`src/rtl/apb_slave_bridge_mc_pkg.sv`:
```
// apb_bridge_pkg: shared definitions for the multi-channel APB slave bridge.
//   - bridge_state_e : FSM state encoding (IDLE/REQ/WAIT/RESP)
//   - CH_BITS()      : channel index width, clog2(n) with a minimum of 1
//   - bridge_req_t   : transfer latched in the setup phase
// The BR_* widths are the single configuration point for the latched-request
// struct; the bridge top rejects parameter overrides that disagree with them.
package apb_bridge_pkg;

    localparam int BR_DATA_W     = 32;
    localparam int BR_ADDR_W     = 12;
    localparam int BR_REGION_W   = 8;
    localparam int BR_STRB_W     = BR_DATA_W / 8;
    localparam int BR_CH_FIELD_W = BR_ADDR_W - BR_REGION_W;

    typedef enum logic [1:0] {
        ST_IDLE = 2'd0,
        ST_REQ  = 2'd1,
        ST_WAIT = 2'd2,
        ST_RESP = 2'd3
    } bridge_state_e;

    function automatic int CH_BITS(input int n);
        return (n <= 2) ? 1 : $clog2(n);
    endfunction

    typedef struct packed {
        logic [BR_REGION_W-1:0]   addr;   // offset inside the channel window
        logic                     write;
        logic [BR_DATA_W-1:0]     wdata;
        logic [BR_STRB_W-1:0]     strb;
        logic [BR_CH_FIELD_W-1:0] ch;     // raw decoded channel field
    } bridge_req_t;

endpackage

```
`src/rtl/apb_slave_bridge_mc_if.sv`:
```
// apb_slave_bridge_mc_if: APB target-side bus bundle.
//   slave  modport : PSELx/PENABLE/PWRITE/PSTRB/PWDATA/PADDR in,
//                    PRDATA/PREADY/PSLVERR out
//   master modport : mirror image, used by whatever drives the bus
// Handshake: a transfer starts with a setup cycle (PSELx=1, PENABLE=0); the
// master then holds PSELx=1, PENABLE=1 and all request fields stable until the
// cycle in which PREADY=1 completes it. PSLVERR/PRDATA are meaningful only in
// that PREADY cycle.
interface apb_slave_bridge_mc_if
    import apb_bridge_pkg::*;
#(
    parameter int DATA_WIDTH = BR_DATA_W,
    parameter int ADDR_WIDTH = BR_ADDR_W
);
    logic                    PSELx;
    logic                    PENABLE;
    logic                    PWRITE;
    logic [DATA_WIDTH/8-1:0] PSTRB;
    logic [DATA_WIDTH-1:0]   PWDATA;
    logic [ADDR_WIDTH-1:0]   PADDR;
    logic [DATA_WIDTH-1:0]   PRDATA;
    logic                    PREADY;
    logic                    PSLVERR;

    modport slave (
        input  PSELx, PENABLE, PWRITE, PSTRB, PWDATA, PADDR,
        output PRDATA, PREADY, PSLVERR
    );

    modport master (
        output PSELx, PENABLE, PWRITE, PSTRB, PWDATA, PADDR,
        input  PRDATA, PREADY, PSLVERR
    );
endinterface

```
`src/rtl/apb_slave_bridge_mc_timeout_ctr.sv`:
```
// apb_timeout_ctr: back-end response watchdog, compiled only when
// APB_BRIDGE_TIMEOUT_EN is defined.
//   clk, rst : clock, asynchronous active-high reset
//   clear    : hold the count at zero (whenever no request is in flight)
//   enable   : count this cycle (request outstanding)
//   limit    : number of enabled cycles allowed
//   expired  : combinational; high in the enabled cycle that reaches limit
`ifdef APB_BRIDGE_TIMEOUT_EN
module apb_timeout_ctr #(
    parameter int W = 5
) (
    input  logic         clk,
    input  logic         rst,
    input  logic         clear,
    input  logic         enable,
    input  logic [W-1:0] limit,
    output logic         expired
);
    logic [W-1:0] cnt_q;

    // The cycle that would bring the count up to limit is the expiring one.
    assign expired = enable && ((cnt_q + W'(1)) == limit);

    always_ff @(posedge clk or posedge rst) begin
        if (rst) begin
            cnt_q <= '0;
        end else if (clear) begin
            cnt_q <= '0;
        end else if (enable && !expired) begin
            cnt_q <= cnt_q + W'(1);
        end
    end
endmodule
`endif

```
`src/rtl/apb_slave_bridge_mc.sv`:
```
// apb_slave_bridge_mc: APB slave that fans one target port out to NUM_CH
// register back-ends. The channel is PADDR[ADDR_WIDTH-1:REGION_BITS]; the
// selected back-end gets a one-cycle rd/wr pulse and the bridge inserts wait
// states until it answers with bk_ready.
//   PCLK, PRESET     : clock, asynchronous active-high reset
//   apb (slave)      : APB bus (see apb_slave_bridge_mc_if)
//   bk_wr_en/rd_en   : one-hot request pulses, one cycle, per channel
//   bk_addr/wdata/strb : latched offset, write data and strobes
//   bk_rdata         : packed read data, channel c at [c*DATA_WIDTH +: DATA_WIDTH]
//   bk_ready/error   : per-channel completion and error (error qualified by ready)
//   dbg_state        : current FSM state (apb_bridge_pkg::bridge_state_e encoding)
// Optional feature macro: APB_BRIDGE_TIMEOUT_EN adds a TIMEOUT_CYCLES
// response watchdog that ends a silent transfer with PSLVERR=1.
module apb_slave_bridge_mc
    import apb_bridge_pkg::*;
#(
    parameter int DATA_WIDTH     = BR_DATA_W,
    parameter int ADDR_WIDTH     = BR_ADDR_W,
    parameter int NUM_CH         = 4,
    parameter int REGION_BITS    = BR_REGION_W,
    parameter int TIMEOUT_CYCLES = 16
) (
    input  logic                         PCLK,
    input  logic                         PRESET,
    apb_slave_bridge_mc_if.slave         apb,
    output logic [NUM_CH-1:0]            bk_wr_en,
    output logic [NUM_CH-1:0]            bk_rd_en,
    output logic [REGION_BITS-1:0]       bk_addr,
    output logic [DATA_WIDTH-1:0]        bk_wdata,
    output logic [DATA_WIDTH/8-1:0]      bk_strb,
    input  logic [NUM_CH*DATA_WIDTH-1:0] bk_rdata,
    input  logic [NUM_CH-1:0]            bk_ready,
    input  logic [NUM_CH-1:0]            bk_error,
    output logic [1:0]                   dbg_state
);
    localparam logic [1:0] S_IDLE = 2'(ST_IDLE);
    localparam logic [1:0] S_REQ  = 2'(ST_REQ);
    localparam logic [1:0] S_WAIT = 2'(ST_WAIT);
    localparam logic [1:0] S_RESP = 2'(ST_RESP);

    // Elaboration guards: the latched-request struct is sized by the package.
    if (DATA_WIDTH != BR_DATA_W || ADDR_WIDTH != BR_ADDR_W || REGION_BITS != BR_REGION_W) begin : g_bad_width
        $error("apb_slave_bridge_mc: widths must match apb_bridge_pkg BR_* values");
    end
    if (NUM_CH < 1 || NUM_CH > 16 || CH_BITS(NUM_CH) > BR_CH_FIELD_W) begin : g_bad_num_ch
        $error("apb_slave_bridge_mc: NUM_CH out of range");
    end
    if (TIMEOUT_CYCLES < 1) begin : g_bad_timeout
        $error("apb_slave_bridge_mc: TIMEOUT_CYCLES must be at least 1");
    end

    logic [1:0]               state_q, state_d;
    bridge_req_t              req_q;
    logic                     err_q;
    logic [DATA_WIDTH-1:0]    rdata_q;
    logic [BR_CH_FIELD_W-1:0] dec_ch;
    logic                     setup, ch_ok, in_flight, timeout;
    logic [NUM_CH-1:0]        act_mask;
    logic                     sel_ready, sel_error;
    logic [DATA_WIDTH-1:0]    sel_rdata;

    assign dec_ch    = apb.PADDR[ADDR_WIDTH-1:REGION_BITS];
    assign setup     = apb.PSELx && !apb.PENABLE;
    assign ch_ok     = int'(dec_ch) < NUM_CH;
    assign in_flight = (state_q == S_REQ) || (state_q == S_WAIT);

    // Active-channel mask; responses on any other channel are masked off.
    always_comb begin
        act_mask  = '0;
        sel_rdata = '0;
        for (int c = 0; c < NUM_CH; c++) begin
            if (req_q.ch == BR_CH_FIELD_W'(c)) begin
                act_mask[c] = 1'b1;
                sel_rdata   = bk_rdata[c*DATA_WIDTH +: DATA_WIDTH];
            end
        end
    end

    assign sel_ready = |(bk_ready & act_mask);
    assign sel_error = |(bk_error & act_mask);

`ifdef APB_BRIDGE_TIMEOUT_EN
    localparam int TO_W = $clog2(TIMEOUT_CYCLES + 1);

    apb_timeout_ctr #(.W(TO_W)) u_timeout (
        .clk     (PCLK),
        .rst     (PRESET),
        .clear   (!in_flight),
        .enable  (in_flight),
        .limit   (TO_W'(TIMEOUT_CYCLES)),
        .expired (timeout)
    );
`else
    assign timeout = 1'b0;
`endif

    always_comb begin
        state_d = state_q;
        case (state_q)
            S_IDLE: if (setup) state_d = ch_ok ? S_REQ : S_RESP;
            S_REQ, S_WAIT: begin
                // Dropping PSELx mid-transfer abandons it with no response.
                if (!apb.PSELx)     state_d = S_IDLE;
                else if (sel_ready) state_d = S_RESP;
                else if (timeout)   state_d = S_RESP;
                else                state_d = S_WAIT;
            end
            default: state_d = S_IDLE;
        endcase
    end

    always_ff @(posedge PCLK or posedge PRESET) begin
        if (PRESET) begin
            state_q <= S_IDLE;
            req_q   <= '0;
            err_q   <= 1'b0;
            rdata_q <= '0;
        end else begin
            state_q <= state_d;
            case (state_q)
                S_IDLE: begin
                    if (setup) begin
                        req_q.addr  <= apb.PADDR[REGION_BITS-1:0];
                        req_q.write <= apb.PWRITE;
                        req_q.wdata <= apb.PWDATA;
                        req_q.strb  <= apb.PSTRB;
                        req_q.ch    <= dec_ch;
                        err_q       <= !ch_ok;
                        rdata_q     <= '0;
                    end
                end
                S_REQ, S_WAIT: begin
                    if (apb.PSELx) begin
                        // bk_ready has priority over a same-cycle timeout.
                        if (sel_ready) begin
                            err_q   <= sel_error;
                            rdata_q <= (!req_q.write && !sel_error) ? sel_rdata : '0;
                        end else if (timeout) begin
                            err_q   <= 1'b1;
                            rdata_q <= '0;
                        end
                    end
                end
                default: ;
            endcase
        end
    end

    assign bk_wr_en    = (state_q == S_REQ &&  req_q.write) ? act_mask : '0;
    assign bk_rd_en    = (state_q == S_REQ && !req_q.write) ? act_mask : '0;
    assign bk_addr     = req_q.addr;
    assign bk_wdata    = req_q.wdata;
    assign bk_strb     = req_q.strb;

    assign apb.PREADY  = (state_q == S_RESP);
    assign apb.PSLVERR = (state_q == S_RESP) && err_q;
    assign apb.PRDATA  = (state_q == S_RESP) ? rdata_q : '0;

    assign dbg_state   = state_q;
endmodule

```
`src/flat_wrapper.sv`:
```
// flat-port wrapper written by rule: the top's interface ports become plain ports
module apb_slave_bridge_mc_flat import apb_bridge_pkg::*;
#(
    parameter int DATA_WIDTH     = BR_DATA_W,
    parameter int ADDR_WIDTH     = BR_ADDR_W,
    parameter int NUM_CH         = 4,
    parameter int REGION_BITS    = BR_REGION_W,
    parameter int TIMEOUT_CYCLES = 16
)
  (PCLK, PRESET, bk_wr_en, bk_rd_en, bk_addr, bk_wdata, bk_strb, bk_rdata, bk_ready, bk_error, dbg_state, apb_PSELx, apb_PENABLE, apb_PWRITE, apb_PSTRB, apb_PWDATA, apb_PADDR, apb_PRDATA, apb_PREADY, apb_PSLVERR);
  apb_slave_bridge_mc_if #(.DATA_WIDTH(DATA_WIDTH), .ADDR_WIDTH(ADDR_WIDTH)) apb_i ();
  input  logic PCLK;
  input  logic PRESET;
  output logic [NUM_CH-1:0] bk_wr_en;
  output logic [NUM_CH-1:0] bk_rd_en;
  output logic [REGION_BITS-1:0] bk_addr;
  output logic [DATA_WIDTH-1:0] bk_wdata;
  output logic [DATA_WIDTH/8-1:0] bk_strb;
  input  logic [NUM_CH*DATA_WIDTH-1:0] bk_rdata;
  input  logic [NUM_CH-1:0] bk_ready;
  input  logic [NUM_CH-1:0] bk_error;
  output logic [1:0] dbg_state;
  input wire logic [$bits(apb_i.PSELx)-1:0] apb_PSELx;
  input wire logic [$bits(apb_i.PENABLE)-1:0] apb_PENABLE;
  input wire logic [$bits(apb_i.PWRITE)-1:0] apb_PWRITE;
  input wire logic [$bits(apb_i.PSTRB)-1:0] apb_PSTRB;
  input wire logic [$bits(apb_i.PWDATA)-1:0] apb_PWDATA;
  input wire logic [$bits(apb_i.PADDR)-1:0] apb_PADDR;
  output wire logic [$bits(apb_i.PRDATA)-1:0] apb_PRDATA;
  output wire logic [$bits(apb_i.PREADY)-1:0] apb_PREADY;
  output wire logic [$bits(apb_i.PSLVERR)-1:0] apb_PSLVERR;
  assign apb_i.PSELx = apb_PSELx;
  assign apb_i.PENABLE = apb_PENABLE;
  assign apb_i.PWRITE = apb_PWRITE;
  assign apb_i.PSTRB = apb_PSTRB;
  assign apb_i.PWDATA = apb_PWDATA;
  assign apb_i.PADDR = apb_PADDR;
  assign apb_PRDATA = apb_i.PRDATA;
  assign apb_PREADY = apb_i.PREADY;
  assign apb_PSLVERR = apb_i.PSLVERR;
  apb_slave_bridge_mc #(.DATA_WIDTH(DATA_WIDTH), .ADDR_WIDTH(ADDR_WIDTH), .NUM_CH(NUM_CH), .REGION_BITS(REGION_BITS), .TIMEOUT_CYCLES(TIMEOUT_CYCLES)) u_core (.PCLK(PCLK), .PRESET(PRESET), .apb(apb_i), .bk_wr_en(bk_wr_en), .bk_rd_en(bk_rd_en), .bk_addr(bk_addr), .bk_wdata(bk_wdata), .bk_strb(bk_strb), .bk_rdata(bk_rdata), .bk_ready(bk_ready), .bk_error(bk_error), .dbg_state(dbg_state));
endmodule
```
`config.mk`:
```
export PLATFORM = sky130hd
export DESIGN_NAME = apb_slave_bridge_mc_flat
export DESIGN_NICKNAME = d
export VERILOG_FILES = /design/src/rtl/apb_slave_bridge_mc_pkg.sv /design/src/rtl/apb_slave_bridge_mc_if.sv /design/src/rtl/apb_slave_bridge_mc_timeout_ctr.sv /design/src/rtl/apb_slave_bridge_mc.sv /design/src/flat_wrapper.sv
export SDC_FILE = /design/constraint.sdc
export NUM_CORES = 1
export LEC_CHECK = 0
export CAP_MARGIN = 20
export CORE_MARGIN = 8
export CORE_UTILIZATION = 43
export CTS_CLUSTER_SIZE = 14
export DETAILED_ROUTE_END_ITERATION = 16
export PLACE_DENSITY = 0.95
export SETUP_SLACK_MARGIN = 0.5
export SYNTH_ARGS = -nofsm -noshare
export SYNTH_HDL_FRONTEND = slang
export SYNTH_SLANG_ARGS = --single-unit
export TNS_END_PERCENT = 10
```
`constraint.sdc`:
```
create_clock -name PCLK -period 6.4 [get_ports PCLK]
set_clock_uncertainty 0.1 [all_clocks]
set_input_delay 1.6 -clock PCLK [delete_from_list [all_inputs] [get_ports PCLK]]
set_output_delay 1.6 -clock PCLK [all_outputs]
set_load 0.01 [all_outputs]
```
==> flow_summary.ini <==
[run_status]
status = finished, final reports clean

[pwr]
p_comb_share_pct = 47.7
pwr-share-clk_pct = 20.6
p_per_area_nw_per_um2 = 370
peakVddDrop_mv = 0.229
cellLeakagePower_nw = 3.22
power_switching_uw = 987
swShare_pct = 33.6
p_int_mw = 1.95
p_seq_share_pct = 31.7

[grt]
grt.overflow.total = 0
antenna_found_initial = 0
grt_max_degree = 50
grt_pass1_wl_microns = 26400
grt_pass1_vias = 4787
grt_usage_pct = 21.3

[clock_network]
cts_tree = built
path_clk_slew_ns = 0.06
htree_levels = 3
clkLatencyLatePin_ns = 0.33
cts_resized = 0
clk_path_buf_depth = 2
post_cts_buffers = 0
cts-buffers-inserted = 9
cts_hold_buf = 0
clockRootBuffer = clkbuf_16
clock-sinks = 84

[floorplanning]
die_w_microns = 124
die-area_sq_um = 15400
io_pins = 277
initial_core_util_pct = 44.1
fp.dieH_microns = 124
rows = 39
core-area_sq_um = 11400

[synthesis]
synth_top_family_by_area = multiplexers
synth_ff_type = dfrtp_1
syn_area_per_cell_sq_um = 11.2
ys_seq_area_share_pct = 41.7
yosys_warnings = 0
synth_adder_area_share_pct = 0.745
synth_nets = 643
synth_cell_types = 33
synth_edf_count = 0
synth-seq-cells = 84
synth_compound_area_share_pct = 5.41
syn_inst = 451
async_flop_share_pct = 100
netlist_area_sq_um = 5040
synthSimpleGateAreaFrac_pct = 15.6
synth-xor-area-share_pct = 0
synthMuxAreaShare_pct = 26.1

[timing]
relSlewSlack_pct = 39.2
setup_viol = 0
final_max_slew_viol_count = 0
hold_viol = 0
tightest_slew_ns = 0.913
max_freq_mhz = 229
rsz0062_at_grt = false
post-route-min-period_ns = 4.36
timing.final.ws_setup_ns = 2.04
tns_ns = 0
period_share_pct = 68.1

[setup_path]
cp_cell_sequence = nand4bb_2 -> buf_12 -> nor3b_1 -> clkdlybuf4s50_1
crit_required_ns = 4.70
slowest_delay_ns = 0.95
critPathKind = flip-flop to output port
end_kind = output port
arrival_ns = 2.66
crit_path_start_kind = flip-flop
path_max_fanout = 41
crit_slowest_cell = dfrtp_2

[final_layout]
fin_nets = 859
num_antenna_cells = 0
postLayoutCoreUtil_pct = 69.6
drive_gt1_share_pct = 25.7
area_delta_synth_final_pct = 57.7
fillers = 835
finalInstanceArea_sq_um = 7950

[routing]
drt_iter0_drc = 161
dr.pass1.iters = 6
wl_per_cell_microns = 20.8
wirelength_microns = 16900
via_per_inst = 5.24
post-route-drc-count = 0
vias = 4267
drt.antenna.violating_nets = 0

[placed_design]
place_congestion = 0.817
portBuffers = 276
place_hpwl_microns = 13100
dp_slack_ns = 1.71
placed_area_sq_um = 7540

[worst_hold_path]
holdCritPathClass = flip-flop to flip-flop

[job]
max_cap_violations = 0
[per-layer routing]
metal / GRT usage (%) / up-vias / share of wire (%)
met5: 0 / - / 0
met4: 8.43 / 0 / 2.5
met3: 8.04 / 28 / 9.0
met2: 37.0 / 212 / 50
met1: 22.8 / 2052 / 39
li1: - / 1975 / -
[power groups by stage]
stage	clock network (mW)	registers, mW	logic, mW
finish	0.607	0.930	1.40
global route	0.645	0.962	1.50
CTS	0.620	0.932	1.40
detailed placement	0	0.938	1.40
global placement	0	0.914	1.34
floorplan	0	0.846	1.05
[state kept, by name, indices dropped and copies added (netlist names)]
name,count
u_core.bk_strb,4
u_core.req_q,5
u_core.bk_addr,8
u_core.bk_wdata,32
u_core.err_q,1
u_core.dbg_state,2
u_core.rdata_q,32
[worst max-delay path, delay by kind of cell, from the launching register on]
| family | cells | cell delay, ns |
|---|---|---|
| buffers and inverters | 2 | 0.84 |
| flip-flops | 1 | 0.95 |
| AND/OR/NAND/NOR | 2 | 0.51 |
[worst paths after layout]
path	start	to	depth (start not counted)	slack, ns
worst max-delay path	u_core.req_q[1]	bk_rd_en[3]	4	2.04
worst min-delay path	u_core.rdata_q[17]	u_core.rdata_q[17]	1	0.40
worst max register to register	u_core.req_q[1]	u_core.rdata_q[6]	5	3.20
worst min register to register	u_core.rdata_q[17]	u_core.rdata_q[17]	1	0.40
max in group asynchronous	PRESET	u_core.req_q[1]	3	3.53
min in group asynchronous	PRESET	u_core.bk_wdata[12]	2	1.60
[logic make-up (layout without fill, tap and decap cells)]
family	count (synthesis)	in the layout
AND/OR/NAND/NOR	124	124
multiplexers	116	116
flip-flops	84	84
buffers and inverters	83	304
AO/OA/AOI/OAI	41	41
adder cells (fa/ha/maj)	3	3
[area by class of cell]
type                            instances  area (sq um)  share of cell area, %
Multi-Input combinational cell        284          2420                   30.5
Inverter                                4          16.3                  0.205
Clock inverter                          6           111                   1.40
Clock buffer                           10           239                   3.01
Sequential cell                        84          2100                   26.5
Timing Repair Buffer                  284          2880                   36.2
Tap cell                              143           179                   2.25
[cell usage after synthesis (2+ instances only)]
cell | number | area share, %
o221ai_1 | 2 | 0.35
nand2_1 | 5 | 0.37
clkbuf_1 | 20 | 1.5
buf_4 | 47 | 7.0
ha_1 | 3 | 0.74
buf_6 | 4 | 0.89
nor3_2 | 30 | 6.0
dfrtp_1 | 84 | 42
mux2i_1 | 2 | 0.40
or3_1 | 2 | 0.25
nor2_1 | 38 | 2.8
nand2b_1 | 3 | 0.37
mux2_2 | 112 | 25
and2_1 | 33 | 4.1
nand4bb_1 | 2 | 0.45
inv_1 | 4 | 0.30
nor3_1 | 4 | 0.40
o22ai_1 | 33 | 4.1
nand3_1 | 3 | 0.30
buf_2 | 7 | 0.69
[cell usage in the layout (no fill, tap or decap), types with 2 or more instances in the layout]
cell type,synthesis,routed
dfrtp_1,84,83
buf_4,47,4
clkdlybuf4s50_1,0,276
and2_1,33,33
mux2i_1,2,2
nor2_1,38,38
nor3_1,4,4
buf_12,0,2
inv_1,4,3
o22ai_1,33,33
o221ai_1,2,2
clkbuf_16,0,9
nand3_1,3,3
mux2_2,112,112
nand2b_1,3,3
ha_1,3,3
bufinv_16,0,3
nand4bb_2,0,2
or3_1,2,2
clkinv_2,0,2
nor3_2,30,30
nand2_1,5,4
[per-stage QoR]
stage / std cells / total power [mW] / hold slack (ns)
6_report: 815 / 2.94 / 0.400
5_1_grt: 815 / 3.11 / 0.408
4_1_cts: 812 / 2.96 / 0.402
3_5_place_dp: 796 / 2.34 / 0.388
3_3_place_gp: 795 / 2.26 / 0.365
2_1_floorplan: 451 / 1.89 / 0.350
No activity file was read; power rests on OpenSTA's default activity.
